File: src/rtl/regfile_mp.sv
// regfile_mp: parametrised multi-read-port register file with bypass, zero entry and bulk clear
module regfile_mp #(
  parameter int WIDTH = 16,
  parameter int DEPTH = 8,
  parameter int NRD = 2,
  parameter int BYPASS = 1,
  parameter int ZERO_REG = 0,
  localparam int AW = $clog2(DEPTH)
) (
  input  logic                 clk,
  input  logic                 rst_n,
  input  logic                 wr_en,
  input  logic [AW-1:0]        wr_addr,
  input  logic [WIDTH-1:0]     wr_data,
  output logic                 wr_rdy,
  input  logic [NRD*AW-1:0]    rd_addr,
  output logic [NRD*WIDTH-1:0] rd_data,
  input  logic                 clr_req,
  output logic                 clr_busy,
  output logic                 clr_done
);
  typedef enum logic {IDLE, CLEAR} state_t;
  state_t state;
  logic [AW-1:0] cnt;
  logic [WIDTH-1:0] mem [DEPTH];
  logic wr_ok;
  assign clr_busy = state == CLEAR;
  assign wr_rdy = !clr_busy;
  assign wr_ok = wr_en && wr_rdy;
  always_ff @(posedge clk or negedge rst_n) begin
    if (!rst_n) begin
      state <= IDLE;
      cnt <= '0;
      clr_done <= 1'b0;
    end else begin
      clr_done <= 1'b0;
      if (state == IDLE) begin
        if (clr_req) begin
          state <= CLEAR;
          cnt <= '0;
        end
      end else if (cnt == AW'(DEPTH - 1)) begin
        state <= IDLE;
        cnt <= '0;
        clr_done <= 1'b1;
      end else begin
        cnt <= cnt + AW'(1);
      end
    end
  end
  always_ff @(posedge clk or negedge rst_n) begin
    if (!rst_n) begin
      for (int i = 0; i < DEPTH; i++) mem[i] <= '0;
    end else begin
      if (wr_ok && !((ZERO_REG != 0) && wr_addr == '0)) mem[wr_addr] <= wr_data;
      if (clr_busy && !((ZERO_REG != 0) && cnt == '0)) mem[cnt] <= '0;
    end
  end
  for (genvar g = 0; g < NRD; g++) begin : g_rd
    logic [AW-1:0] ra;
    assign ra = rd_addr[g*AW +: AW];
    assign rd_data[g*WIDTH +: WIDTH] =
      ((ZERO_REG != 0) && ra == '0)                 ? '0      :
      ((BYPASS != 0) && wr_ok && wr_addr == ra)      ? wr_data :
                                                      mem[ra];
  end
endmodule

File: config.mk
export PLATFORM = sky130hd
export DESIGN_NAME = regfile_mp
export DESIGN_NICKNAME = d
export VERILOG_FILES = /design/src/rtl/regfile_mp.sv
export SDC_FILE = /design/constraint.sdc
export NUM_CORES = 1
export LEC_CHECK = 0
export CAP_MARGIN = 10
export CORE_MARGIN = 2
export CORE_UTILIZATION = 32
export DETAILED_ROUTE_END_ITERATION = 10
export GPL_TIMING_DRIVEN = 0
export PLACE_DENSITY = 0.53
export SLEW_MARGIN = 20
export SYNTH_ARGS = -nofsm -noshare
export SYNTH_HDL_FRONTEND = slang
export SYNTH_SLANG_ARGS = --single-unit
File: constraint.sdc
create_clock -name clk -period 6.2 [get_ports clk]
set_input_delay 1.24 -clock clk [delete_from_list [all_inputs] [get_ports clk]]
set_output_delay 1.24 -clock clk [all_outputs]
set_load 0.05 [all_outputs]
==> results of run 1 <==
cells by family after synthesis:
group | after synthesis | synth area share
xor+xnor | 6 | 0.00621
fa+ha+maj | 2 | 0.00296
mux | 128 | 0.286
flops | 133 | 0.393
simple gates | 162 | 0.0979
compound gates | 260 | 0.154
buf+inv | 107 | 0.0594
worst paths after layout:
| path | start | endpoint | slack, ps |
|---|---|---|---|
| max in group asynchronous | rst_n | mem[81]$_DFF_PN0_ | 4690 |
| hold reg to reg | mem[110]$_DFF_PN0_ | mem[110]$_DFF_PN0_ | 550 |
| min in group asynchronous | rst_n | mem[27]$_DFF_PN0_ | 720 |
| setup / recovery | wr_en | rd_data[30] | 880 |
| setup reg to reg | clr_busy$_DFF_PN0_ | mem[58]$_DFF_PN0_ | 3860 |
| hold / removal | mem[110]$_DFF_PN0_ | mem[110]$_DFF_PN0_ | 550 |
power by group through the flow:
| stage | Sequential [mW] | Combinational (mW) | Clock [mW] |
|---|---|---|---|
| CTS | 1.42 | 1.78 | 1.18 |
| finish | 1.42 | 1.79 | 1.17 |
| detailed placement | 1.43 | 1.77 | 0 |
| global placement | 1.41 | 1.75 | 0 |
| floorplan | 1.34 | 1.24 | 0 |
| global route | 1.47 | 1.90 | 1.21 |
synth_stat cells (3+ instances only):
cell,instances
nand3_1,129
clkbuf_1,79
inv_1,3
o21ai_0,130
buf_6,12
mux4_1,59
buf_2,6
mux2_4,10
xnor2_1,6
mux2_2,54
dfrtp_1,133
a21oi_1,128
nand2b_1,5
mux4_2,5
buf_1,6
nand2_1,6
nor2_1,7
metrics by stage:
stage                util  area [µm²]
floorplan               -        8460
global placement    0.357        9260
detailed placement  0.358        9300
CTS                 0.384        9970
global route        0.384        9970
finish              0.384        9970
sequential cells by signal (all words and copies together), names as in the netlist:
name	count
clr_done	1
cnt	3
clr_busy	1
mem	128
area by class of cell:
class,count,area share
clock buffers,19,0.0444
flip-flops and latches,133,0.334
clock inverters,13,0.0230
well taps,335,0.0420
inverters,3,0.00113
plain buffers,104,0.0493
multi-input cells,558,0.465
repair buffers,39,0.0414
metal layers:
layer  wire length, µm  up-vias  GRT usage
met5                 0        -          0
met4              1010        0     0.0881
met3              2190       52     0.0461
met2             13500      389      0.329
met1             13900     3705      0.315
li1                  -     3173          -
worst min-delay path, delay by kind of cell (launching register included):
family / cells / cell delay, ps
flops: 1 / 380
compound gates: 2 / 130
==> results.sh, run 1 <==
export IMPL_status="finished, final reports clean"
export IMPL_synth_area_top_cells="dfrtp_1, mux4_1, o21ai_0"
export IMPL_required_ps=4960
export IMPL_max_vdd_ir_drop_mv=0.276
export IMPL_maxCapViolCount=0
export IMPL_final_cells=1204
export IMPL_synth_seq_cells=133
export IMPL_crit_top_cell="clkdlybuf4s50_1"
export IMPL_crit_arrival_ps=4080
export IMPL_die_area_um2=27800
export IMPL_cts_buffers=17
export IMPL_p_int_mw=2.68
export IMPL_cts_resized=0
export IMPL_cts_setup_buffers=0
export IMPL_cp_slowest_stage_delay_ps=810
export IMPL_routed_wl_um=30600
export IMPL_placed_cells=1172
export IMPL_ant_nets=0
export IMPL_setup_viol=0
export IMPL_antenna_cells=0
export IMPL_layout_setup_ws_ps=877
export IMPL_hpwl_um=21400
export IMPL_die_width_um=167
export IMPL_route_vias_total=7319
export IMPL_cts_root_buf="clkbuf_16"
export IMPL_cp_top_family="buffers and inverters"
export IMPL_max_slew_worst_pin_slew_ps=1130
export IMPL_seqPwrFrac=0.324
export IMPL_max_freq_ghz=0.188
export IMPL_rsz0062_at_grt="false"
export IMPL_hold_path_depth=2
export IMPL_synth_edff_count=0
export IMPL_p_clk_frac=0.268
export IMPL_yosysTopAreaCell="dfrtp_1"
export IMPL_end_kind="output port"
export IMPL_layout_min_cycle_time_ps=5320
export IMPL_cts_buffer_depth=2
export IMPL_synth_seq_area_share=0.393
export IMPL_dr_pass1_iters=5
export IMPL_dp_slack_ps=928
export IMPL_syn_area_per_cell_um2=10.6
export IMPL_tritoncts="yes"
export IMPL_crit_cells=6
export IMPL_combPwrFrac=0.408
export IMPL_clkLatencyLatePin_ps=430
export IMPL_power_switching_mw=1.71
export IMPL_synth_ff_type="dfrtp_1"
export IMPL_crit_path_cell_trace="clkdlybuf4s50_1 > nor2b_1 > nand4_1 > buf_2 > mux2_2 > clkdlybuf4s50_1"
export IMPL_ctsHoldBuffers=0
export IMPL_cpMaxStageDelayCell="clkdlybuf4s50_1"
export IMPL_final_common_cell="dfrtp_1"
export IMPL_finalHoldWorstSlack_ps=550
export IMPL_die_h_um=167
export IMPL_viasPerCell=6.08
export IMPL_multi_input_area_um2=4630
export IMPL_syn2layout_area_growth_pct=17.8
export IMPL_drc=0
export IMPL_yosys_warnings=0
export IMPL_grt_pass1_vias=7220
export IMPL_grt_start_max_net_pins=81
export IMPL_place_gp_congestion=0.855
export IMPL_skew_ps=7.57
export IMPL_crit_buf_inv=3
export IMPL_synth_cells=798
export IMPL_crit_type="input port to output port"
export IMPL_numPortBuffers=38
export IMPL_hp_class="flip-flop to flip-flop"
export IMPL_fin_crit_sh=0.859
export IMPL_wl_per_cell_um=25.4
export IMPL_max_slew_margin=0.242
export IMPL_ioPinCount=64
export IMPL_grt_antenna_before_repair=0
export IMPL_fin_setup_tns_ps=0
export IMPL_maxSlewViolCount=0
export IMPL_fill_cells=2565
export IMPL_p_sw_frac=0.389
export IMPL_worstRegToRegCells=5
export IMPL_async_flop_share=1.00
export IMPL_core_um2=26000
export IMPL_hold_viol=0
export IMPL_drt_iter0_markers=764
export IMPL_power_total_mw=4.39
export IMPL_clk_pin_slew_ps=60
export IMPL_cp_max_fo=10
export IMPL_start_kind="input port"
export IMPL_final_cell_mix="dfrtp_1, o21ai_0, nand3_1, a21oi_1, clkbuf_1"
export IMPL_grt_pass1_wl_um=46300
export IMPL_htreeDepth=4
export IMPL_ys_types=31
export IMPL_mappedNetlistNets=829
export IMPL_cts_sinks=133
export IMPL_initial_core_util=0.326
export IMPL_synth_top_cell_area_share=0.393
export IMPL_nNetsFinal=887
export IMPL_power_density_nw_per_um2=440
export IMPL_track_usage=0.221
export IMPL_drive_above_1_share=0.140
export IMPL_core_rowCount=59
export IMPL_synth_area_um2=8460
export IMPL_leakage_nw=4.21
export IMPL_overflow=0
export IMPL_seq_area_um2=3330
No activity file was read; power rests on OpenSTA's default activity.
==> run 2, diff against run 1 <==
CORE_MARGIN = 5   (was 2)
==> run 2 against run 1 <==
Effect of this change:
- register-to-register slack worse by 30 ps
- non-clock buffer count unchanged
- count of clock-buffer cells in the layout up 4
- first-iteration DRC count shrank 18%
- flip-flop and latch count did not move
- clock power down 6%
- sequential share of layout area increased by 0.15 points
- design area fell by 0.44%
- maximum frequency rose by 0.14%
- core utilization down 0.28 points
- combinational power about the same
- via count about the same
- critical path type unchanged
==> results.sh, run 2 (synthesized netlist as in run 1, its figures left out) <==
export IMPL_status="finished, final reports clean"
export IMPL_maxCapViolCount=0
export IMPL_overflow=0
export IMPL_nNetsFinal=887
export IMPL_fill_cells=2618
export IMPL_cts_root_buf="clkbuf_16"
export IMPL_max_freq_ghz=0.188
export IMPL_wl_met2_um=13700
export IMPL_routed_wl_um=31100
export IMPL_cts_buffer_depth=2
export IMPL_power_switching_mw=1.70
export IMPL_viasPerCell=6.08
export IMPL_antenna_cells=0
export IMPL_start_kind="input port"
export IMPL_layout_min_cycle_time_ps=5320
export IMPL_fin_crit_sh=0.857
export IMPL_power_density_nw_per_um2=434
export IMPL_p_int_mw=2.61
export IMPL_max_vdd_ir_drop_mv=0.257
export IMPL_p_sw_frac=0.395
export IMPL_drc=0
export IMPL_fin_setup_tns_ps=0
export IMPL_drt_met1_wl_um=14300
export IMPL_top_register="mem"
export IMPL_clkLatencyLatePin_ps=430
export IMPL_hpwl_um=21700
export IMPL_final_cell_mix="dfrtp_1, o21ai_0, nand3_1, a21oi_1, clkbuf_1"
export IMPL_drive_above_1_share=0.141
export IMPL_end_kind="output port"
export IMPL_utilization=0.381
export IMPL_cts_resized=0
export IMPL_clk_pin_slew_ps=60
export IMPL_p_clk_frac=0.255
export IMPL_dr_pass1_iters=8
export IMPL_dp_slack_ps=962
export IMPL_reg_largest_list="mem: 128 flops, cnt: 3 flops"
export IMPL_top_layer_used="met4"
export IMPL_seqPwrFrac=0.328
export IMPL_cts_buffers=17
export IMPL_skew_ps=8.35
export IMPL_place_gp_congestion=0.835
export IMPL_wl_met3_um=2260
export IMPL_grt_antenna_before_repair=0
export IMPL_power_total_mw=4.31
export IMPL_cp_max_fo=10
export IMPL_setup_viol=0
export IMPL_ant_nets=0
export IMPL_max_slew_worst_pin_slew_ps=1020
export IMPL_final_common_cell="dfrtp_1"
export IMPL_grt_start_max_net_pins=90
export IMPL_largest_reg_flops=128
export IMPL_rsz0062_at_grt="false"
export IMPL_ctsHoldBuffers=0
export IMPL_crit_type="input port to output port"
export IMPL_wl_per_cell_um=25.8
export IMPL_maxSlewViolCount=0
export IMPL_layout_setup_ws_ps=884
export IMPL_track_usage=0.206
export IMPL_die_width_um=173
export IMPL_core_rowCount=59
export IMPL_numPortBuffers=38
export IMPL_tritoncts="yes"
export IMPL_ioPinCount=64
export IMPL_initial_core_util=0.325
export IMPL_die_h_um=173
export IMPL_required_ps=4960
export IMPL_syn2layout_area_growth_pct=17.3
export IMPL_hold_viol=0
export IMPL_max_slew_margin=0.314
export IMPL_combPwrFrac=0.417
export IMPL_drt_iter0_markers=626
export IMPL_cts_setup_buffers=0
export IMPL_die_area_um2=29800
export IMPL_core_um2=26100
export IMPL_htreeDepth=4
export IMPL_route_vias_total=7320
export IMPL_leakage_nw=4.19
export IMPL_crit_arrival_ps=4080
export IMPL_cts_sinks=133
export IMPL_grt_pass1_vias=7381
export IMPL_grt_pass1_wl_um=47400
export IMPL_hp_class="flip-flop to flip-flop"
## run 2: cell count changes in the layout (fill, tap and decap cells not counted), sizes merged
cell / change
bufinv: -3
clkinv: -3
clkinvlp: +1
clkbuf: +4
## run 2: per-layer routing
layer	track usage	vias to the layer above
li1	-	3157
met1	0.297	3799
met2	0.306	315
met3	0.0522	49
met4	0.0644	0
met5	0	-
## run 2: per-stage QoR
stage	instances	area (µm²)	hold WS [ps]
final	1203	9920	548
after global routing	1203	9920	577
after detailed placement	1172	9300	540
after CTS	1203	9920	549
after global placement	1171	9260	533
after floorplan	798	8460	503
## run 2: cell type report
class / count / area [µm²] / area share
sequential: 133 / 3330 / 0.335
multi-input combinational: 558 / 4630 / 0.467
tap: 335 / 419 / 0.0422
clock buffer: 23 / 508 / 0.0512
inverter: 3 / 11.3 / 0.00113
clock inverter: 8 / 120 / 0.0121
buffer: 104 / 492 / 0.0495
timing repair buffer: 39 / 413 / 0.0416
## run 2: critical path, stage by stage
cell             delay, ps
clkdlybuf4s50_1        670
nor2b_1                250
nand4_1                390
buf_2                  380
mux2_2                 320
clkdlybuf4s50_1        820
## run 2: final timing paths
| kind | slack (ps) | endpoint | cells past startpoint | start |
|---|---|---|---|---|
| max | 880 | rd_data[30] | 6 | wr_en |
| min | 550 | cnt[0]$_DFFE_PN0P_ | 1 | cnt[0]$_DFFE_PN0P_ |
| max reg2reg | 3830 | mem[62]$_DFF_PN0_ | 5 | clr_busy$_DFF_PN0_ |
| min reg2reg | 550 | cnt[0]$_DFFE_PN0P_ | 1 | cnt[0]$_DFFE_PN0P_ |
| max in group asynchronous | 4690 | mem[113]$_DFF_PN0_ | 2 | rst_n |
| min in group asynchronous | 700 | mem[57]$_DFF_PN0_ | 1 | rst_n |
## run 2: power by group through the flow
stage,clock (mW),sequential [mW],combinational (mW)
after floorplan,0,1.34,1.24
after global placement,0,1.41,1.76
after detailed placement,0,1.42,1.78
after CTS,1.10,1.41,1.78
after global routing,1.14,1.46,1.92
final,1.10,1.42,1.80
